`src/rtl/driver_leds_rgb.sv`:
```
// driver_leds_rgb: registered RGB LED driver for the memory-game board.
// A colour latch loaded from a one-hot code, per-frame PWM brightness and
// animated modes (fixed, blink and, when DRIVER_RGB_FADE_EN is defined, fade).
// Brightness and mode are only taken at frame end, so a PWM period is never cut.
module driver_leds_rgb #(
  parameter int LARGURA_DADOS = 4,
  parameter int LARGURA_PWM   = 8,
  parameter int DIV_PISCA     = 4
) (
  input  logic                     clock,
  input  logic                     reset,
  input  logic                     en,
  input  logic                     carrega,
  input  logic [LARGURA_DADOS-1:0] dados,
  input  logic [LARGURA_PWM-1:0]   brilho,
  input  logic [1:0]               modo,
  output logic [2:0]               leds_rgb,
  output logic                     erro,
  output logic                     fim_quadro
);

  localparam int QW = (DIV_PISCA > 1) ? $clog2(DIV_PISCA) : 1;
  localparam logic [QW-1:0] QUADRO_ULTIMO = QW'(DIV_PISCA - 1);
  localparam logic [LARGURA_PWM-1:0] PWM_MAX = {LARGURA_PWM{1'b1}};

`ifdef DRIVER_RGB_FADE_EN
  typedef enum logic {SUBINDO = 1'b0, DESCENDO = 1'b1} estado_t;
`endif

  // True when exactly one bit of the code is set (all-zero is rejected).
  function automatic logic eh_one_hot(input logic [LARGURA_DADOS-1:0] d);
    return (d != {LARGURA_DADOS{1'b0}}) &&
           ((d & (d - LARGURA_DADOS'(1))) == {LARGURA_DADOS{1'b0}});
  endfunction

  // Colour {B,R,G} for a one-hot code; only called on valid codes.
  function automatic logic [2:0] cor_de(input logic [LARGURA_DADOS-1:0] d);
    logic [2:0] c;
    c = 3'b000;
    for (int i = 0; i < LARGURA_DADOS; i++) begin
      if (d[i]) begin
        case (3'(i))
          3'd0:    c = 3'b010;
          3'd1:    c = 3'b100;
          3'd2:    c = 3'b011;
          3'd3:    c = 3'b001;
          3'd4:    c = 3'b101;
          3'd5:    c = 3'b110;
          default: c = 3'b111;
        endcase
      end
    end
    return c;
  endfunction

  logic [2:0]             r_cor;
  logic [LARGURA_PWM-1:0] r_contador_pwm;
  logic [LARGURA_PWM-1:0] r_duty;
  logic [1:0]             r_modo;
  logic [QW-1:0]          r_quadros;
  logic                   r_fase;

  logic                   w_fim;
  logic                   w_muda_modo;
  logic                   w_ligado;
  logic [QW-1:0]          w_quadros_prox;
  logic                   w_fase_prox;
  logic [LARGURA_PWM-1:0] w_duty_prox;

`ifdef DRIVER_RGB_FADE_EN
  logic [LARGURA_PWM-1:0] r_rampa;
  logic [LARGURA_PWM-1:0] w_rampa_prox;
  estado_t                r_estado;
  estado_t                w_estado_prox;
`endif

  assign w_fim       = en & (r_contador_pwm == PWM_MAX);
  assign w_muda_modo = (modo != r_modo);
  assign w_ligado    = (r_contador_pwm < r_duty) || (r_duty == PWM_MAX);

  // Colour latch and error flag; loads on carrega regardless of en.
  always_ff @(posedge clock) begin
    if (reset) begin
      r_cor <= 3'b000;
      erro  <= 1'b0;
    end else if (carrega) begin
      if (eh_one_hot(dados)) begin
        r_cor <= cor_de(dados);
        erro  <= 1'b0;
      end else begin
        r_cor <= 3'b000;
        erro  <= 1'b1;
      end
    end
  end

  // Blink frame counter and phase for the frame about to start.
  always_comb begin
    w_quadros_prox = r_quadros;
    w_fase_prox    = r_fase;
    if (w_muda_modo) begin
      w_quadros_prox = {QW{1'b0}};
      w_fase_prox    = 1'b1;
    end else if (r_quadros == QUADRO_ULTIMO) begin
      w_quadros_prox = {QW{1'b0}};
      w_fase_prox    = ~r_fase;
    end else begin
      w_quadros_prox = r_quadros + QW'(1);
      w_fase_prox    = r_fase;
    end
  end

`ifdef DRIVER_RGB_FADE_EN
  // Fade ramp next state: climb to the sampled brightness, then back to zero.
  always_comb begin
    w_rampa_prox  = r_rampa;
    w_estado_prox = r_estado;
    if (w_muda_modo) begin
      w_rampa_prox  = {LARGURA_PWM{1'b0}};
      w_estado_prox = SUBINDO;
    end else begin
      case (r_estado)
        SUBINDO: begin
          if (r_rampa >= brilho) begin
            w_rampa_prox  = brilho;
            w_estado_prox = DESCENDO;
          end else begin
            w_rampa_prox  = r_rampa + LARGURA_PWM'(1);
            w_estado_prox = SUBINDO;
          end
        end
        DESCENDO: begin
          if (r_rampa == {LARGURA_PWM{1'b0}}) begin
            w_rampa_prox  = r_rampa;
            w_estado_prox = SUBINDO;
          end else begin
            w_rampa_prox  = r_rampa - LARGURA_PWM'(1);
            w_estado_prox = DESCENDO;
          end
        end
        default: begin
          w_rampa_prox  = {LARGURA_PWM{1'b0}};
          w_estado_prox = SUBINDO;
        end
      endcase
    end
  end

  // Fade ramp and state registers; advance only at frame end, cleared while disabled.
  always_ff @(posedge clock) begin
    if (reset || !en) begin
      r_rampa  <= {LARGURA_PWM{1'b0}};
      r_estado <= SUBINDO;
    end else if (w_fim) begin
      r_rampa  <= w_rampa_prox;
      r_estado <= w_estado_prox;
    end
  end
`endif

  // Duty for the next frame from the incoming mode and brightness.
  always_comb begin
    w_duty_prox = brilho;
    case (modo)
      2'b01: begin
        if (w_fase_prox) begin
          w_duty_prox = brilho;
        end else begin
          w_duty_prox = {LARGURA_PWM{1'b0}};
        end
      end
`ifdef DRIVER_RGB_FADE_EN
      2'b10:   w_duty_prox = w_rampa_prox;
`endif
      default: w_duty_prox = brilho;
    endcase
  end

  // PWM counter, frame-end pulse and frame-aligned sampling of duty/mode/blink state.
  always_ff @(posedge clock) begin
    if (reset) begin
      r_contador_pwm <= {LARGURA_PWM{1'b0}};
      r_duty         <= {LARGURA_PWM{1'b0}};
      r_modo         <= 2'b00;
      r_quadros      <= {QW{1'b0}};
      r_fase         <= 1'b1;
      fim_quadro     <= 1'b0;
    end else if (!en) begin
      r_contador_pwm <= {LARGURA_PWM{1'b0}};
      r_quadros      <= {QW{1'b0}};
      r_fase         <= 1'b1;
      fim_quadro     <= 1'b0;
    end else begin
      r_contador_pwm <= r_contador_pwm + LARGURA_PWM'(1);
      fim_quadro     <= w_fim;
      if (w_fim) begin
        r_duty    <= w_duty_prox;
        r_modo    <= modo;
        r_quadros <= w_quadros_prox;
        r_fase    <= w_fase_prox;
      end
    end
  end

  // Registered LED drive: one cycle behind the counter/duty compare.
  always_ff @(posedge clock) begin
    if (reset) begin
      leds_rgb <= 3'b000;
    end else if (!en) begin
      leds_rgb <= 3'b000;
    end else begin
      leds_rgb <= r_cor & {3{w_ligado}};
    end
  end

endmodule

```
`config.mk`:
```
export PLATFORM = sky130hd
export DESIGN_NAME = driver_leds_rgb
export DESIGN_NICKNAME = d
export VERILOG_FILES = /design/src/rtl/driver_leds_rgb.sv
export SDC_FILE = /design/constraint.sdc
export NUM_CORES = 1
export LEC_CHECK = 0
export CORE_MARGIN = 4
export CORE_UTILIZATION = 25
export CTS_CLUSTER_SIZE = 10
export DETAILED_ROUTE_END_ITERATION = 16
export DONT_BUFFER_PORTS = 1
export PLACE_DENSITY = 0.44
export SYNTH_ARGS = -nofsm -noshare
export SYNTH_HDL_FRONTEND = slang
export SYNTH_SLANG_ARGS = --single-unit
```
`constraint.sdc`:
```
create_clock -name clock -period 1.87 [get_ports clock]
set_clock_uncertainty 0.05 [all_clocks]
set_input_delay 0.187 -clock clock [delete_from_list [all_inputs] [get_ports clock]]
set_output_delay 0.187 -clock clock [all_outputs]
set_load 0.02 [all_outputs]
```
# Word level (Yosys, flattened, before mapping)
# Index checks and enable logic that the tools add are counted.
[totals]
register_bits = 29
in_bits = 18
out_inout_bits = 5
[classes]
addsub = 3
n_lt_le_gt_ge = 1
eq_ne = 5
muxes = 12
n_bitwise = 5
n_reduce_logical = 6
[op_table]
columns = ["op", "count"]
rows = [
  ["$eq A8 B8 Y1 const B", 2],
  ["$mux W8", 2],
  ["$mux W3", 4],
  ["$add A8 B1 Y8 const B", 1],
  ["$lt A8 B8 Y1", 1],
  ["$mux W2", 3],
  ["$and A4 B4 Y4", 1],
  ["$logic_not A4 Y1", 1],
  ["$reduce_bool A4 Y1", 1],
  ["$sub A4 B1 Y4 const B", 1],
  ["$and A3 B3 Y3", 1],
  ["$mux W1", 3],
  ["$add A2 B1 Y2 const B", 1],
  ["$eq A2 B1 Y1 const B", 1],
  ["$eq A2 B2 Y1 const B", 1],
  ["$ne A2 B2 Y1", 1],
  ["$not A1 Y1", 2],
  ["$reduce_and A2 Y1", 1],
  ["$reduce_or A2 Y1", 1],
  ["$and A1 B1 Y1", 1],
  ["$logic_and A1 B1 Y1", 1],
  ["$logic_or A1 B1 Y1", 1],
]

# Logic depth before layout (Yosys ltp)
[depth]
depth_word = 5
mapped_depth = 7
mapped_depth_nobuf = 6

# Least setup slack after synthesis
# OpenSTA, ideal clock, no wires.
[synth_timing]
path_type = "register to register"
start = "reg r_contador_pwm[0]"
end = "reg r_quadros[0]"
setup_ns = 0.072
t_arrival_ns = 1.442
slack_ns = 0.306
path_stages_with_launch = 7
path_cell_list = "dfxtp_1 > ha_1 > nand4_1 > or2_1 > clkbuf_2 > or3_1 > a21oi_1"
[synth_between]
elab_chain_cells = 2
[synth_lines]
columns = ["element", "line_no", "source"]
rows = [
  ["start, declared", "57", "logic [LARGURA_PWM-1:0] r_contador_pwm;"],
  ["start signal, assigned", "182", "r_contador_pwm <= {LARGURA_PWM{1'b0}};"],
  ["start signal, assigned", "189", "r_contador_pwm <= {LARGURA_PWM{1'b0}};"],
  ["start signal, assigned", "194", "r_contador_pwm <= r_contador_pwm + LARGURA_PWM'(1);"],
  ["$eq A8 B8 Y1", "77", "assign w_fim = en & (r_contador_pwm == PWM_MAX);"],
  ["$and A1 B1 Y1", "77", ""],
  ["end signal, assigned", "185", "r_quadros <= {QW{1'b0}};"],
  ["end signal, assigned", "190", "r_quadros <= {QW{1'b0}};"],
  ["end signal, assigned", "199", "r_quadros <= w_quadros_prox;"],
  ["end, declared", "60", "logic [QW-1:0] r_quadros;"],
]
# Every way passes these cells.
# A chain may end at the register's enable or synchronous reset.

# Final worst setup path
[layout_timing]
start = "reg r_duty[6]"
end = "reg leds_rgb[1]"
[layout_between]
elab_chain_cells = 3
elab_cells_between_ends = 4
classes_between = "order compare (1); eq/ne (1); bitwise (1); reduce/logical (1)"
[layout_lines]
columns = ["element", "line_no", "source"]
rows = [
  ["start, declared", "58", "logic [LARGURA_PWM-1:0] r_duty;"],
  ["start signal, assigned", "183", "r_duty <= {LARGURA_PWM{1'b0}};"],
  ["start signal, assigned", "197", "r_duty <= w_duty_prox;"],
  ["$lt A8 B8 Y1 or $eq A8 B8 Y1 (tied branches)", "79", "assign w_ligado = (r_contador_pwm < r_duty) || (r_duty == PWM_MAX);"],
  ["$logic_or A1 B1 Y1 *", "79", ""],
  ["$and A3 B3 Y3 *", "212", "leds_rgb <= r_cor & {3{w_ligado}};"],
  ["end signal, assigned", "212", ""],
  ["end, declared", "17", "output logic [2:0] leds_rgb,"],
]
# Mark *: on every way between the ends. The rest lies on a longest branch, timed or not.

==> flow_summary.ini <==
[worst_setup_path]
crit_type = reg2reg
timing.critical_path.from = r_duty[6]
reg2reg_depth = 5
cp-start-kind = register
crit_path_end_kind = register
required_ps = 1950
ff2ff_setup_slack_ps = 150
cp-endpoint = leds_rgb[1]
rr_endpoint = leds_rgb[1]
r2r_start = r_duty[6]
cp.arrival_ps = 1800
cp_max_fo = 3

[run_status]
outcome = completed

[clocking]
clk_latency_ps = 280
clkTransAtPathRegs_ps = 60
cts_buffer_depth = 2
cts_made_buffers = 5
cts_tree = done
post_cts_buffers = 0
clockRootBuffer = clkbuf_8
htreeDepth = 2
clock_sinks = 29

[global_route]
grt_pass1_wl_um = 5120
track_usage = 0.102
antenna_found_initial = 0
grt_max_degree = 15
grt_overflow = 0
grt_pass1_vias = 1122

[finish]
seq_area_um2 = 581
diodes = 0
area_growth_pct = 15.0
nFillCells = 552
final_nets = 196
multiInputGateArea_um2 = 723
stdcell_count = 240
final_design_area_no_fill_um2 = 1560
drive_gt1_frac = 0.0588

[power_and_ir_drop]
cellPowerDensity_nw_per_um2 = 741
p_leak_nw = 0.529
ir_drop_v = 0.000363

[die]
die_h_um = 81.7
core-area_um2 = 5170
rows = 26
dieArea_um2 = 6680
io_pins = 23
start_util = 0.263
die_x_um = 81.7

[logic_synthesis]
synthMostInstantiatedCell = dfxtp_1
avgSynthCellArea_um2 = 8.44
synth.net_count = 188
synth_cells = 161
ys_warn_count = 0
yosysSeqAreaShare = 0.427
mappedNetlistArea_um2 = 1360
synth_cell_types = 31
synth-edff-count = 0
synthTopCellsByCount = dfxtp_1, a21oi_1, nand2_1
ys_ff_latch = 29
synth_top_area_frac = 0.427
async_flop_share = 0
synthFlopType = dfxtp_1
synth_area_leaders = dfxtp_1, ha_1, a21oi_1
synth_top_area_cell = dfxtp_1

[route]
wl_um = 2930
viasPerCell = 4.64
drt_iter0_drc = 58
post_drt_wl_per_cell_um = 12.2
vias = 1114
detail-route-antenna-nets = 0
post-route-drc-count = 0
dr.pass1.iters = 4

[timing]
max-slew-margin-rel = 0.608
fin_crit_sh = 0.918
period_minus_slack_ps = 1720
hold_viol = 0
timing.fmax_mhz = 583
slew_viol_final = 0
tightest_slew_ps = 580
rsz0062_at_grt = no
finalSetupTns_ps = 0
finalSetupViolCount = 0

[run]
cap_violations = 0

[placed_design]
hpwlAfterDp_um = 2240
dpl_cell_area_um2 = 1440
portBuffers = 0
placedCellCount = 228
place_congestion = 0.826

[worst_hold_path]
holdPathStages = 2
min_path_type = in2reg
[cell usage in the layout, fill, tap and decap left out, types with 2 or more instances in the layout]
master / count
or3_1: 3
inv_1: 9
buf_4: 2
dlygate4sd3_1: 4
a21oi_1: 19
nor4_1: 3
nand4_1: 7
clkbuf_8: 5
ha_1: 9
clkinv_2: 2
xor2_1: 4
o21ai_0: 3
nand2b_1: 2
nor2_1: 15
xnor2_1: 6
nand2_1: 17
dfxtp_1: 29
o41ai_1: 2
nor3b_1: 3
nand3_1: 12
o21a_1: 2
[cell type report]
cell class,instances,share of cell area
flip-flops and latches,29,0.371
clock inverters,2,0.00641
repair buffers,6,0.0352
well taps,70,0.0560
clock buffers,6,0.0464
inverters,9,0.0216
multi-input cells,118,0.463
[kinds of logic (layout without fill, tap and decap cells)]
family | Yosys count | count (layout) | synth area share
AOI/OAI and AO/OA | 29 | 29 | 0.123
xor gates and xnor gates | 10 | 10 | 0.0645
adders and majority gates | 9 | 9 | 0.0829
buffers and inverters | 14 | 23 | 0.0405
DFF | 29 | 29 | 0.427
and+or+nand+nor | 70 | 70 | 0.262
[worst min path at each step]
stage | startpoint | endpoint | slack, ps
CTS | brilho[2] | r_duty[2] | 2
finish | brilho[2] | r_duty[2] | 9
floorplan | reset | r_duty[0] | 210
detailed placement | reset | r_duty[3] | 210
global route | brilho[3] | r_duty[3] | 4
global placement | reset | r_duty[7] | 210
[worst max-delay path, stage by stage (launching register included)]
cell and delay, ps:
dfxtp_1 360, inv_1 60, ha_1 310, nand4_1 90, o41ai_1 590, nor3b_1 110
[flip-flops by register name (all words and copies together) (netlist names)]
signal,cells
fim_quadro,1
r_quadros,2
r_contador_pwm,8
erro,1
r_modo,2
r_fase,1
r_cor,3
leds_rgb,3
r_duty,8
[per-layer routing]
metal	vias to the layer above	routed length, um	GRT usage
li1	579	-	-
met3	4	198	0.0450
met5	-	0	0
met2	23	1320	0.153
met1	508	1360	0.121
met4	0	60	0.0548
[stage by stage]
step	hold slack (ps)	setup WS, ps	utilization	power, mW
final	9.46	153	0.302	1.16
after global routing	3.92	7.35	0.302	1.22
after CTS	2.39	112	0.302	1.18
after detailed placement	210	135	0.278	0.677
after global placement	208	188	0.278	0.676
after floorplan	206	306	-	0.675
[power breakdown]
part	total [mW]	switching [mW]	internal (mW)
Combinational	0.0449	0.0230	0.0219
Clock	0.484	0.227	0.257
Sequential	0.630	0.00632	0.623
Total	1.16	0.256	0.902
[timing repair]
action	CTS	global route
hold endpoints to repair	14	0
resized for setup	0	0
hold buffers	4	0
No activity file was read; power rests on OpenSTA's default activity.
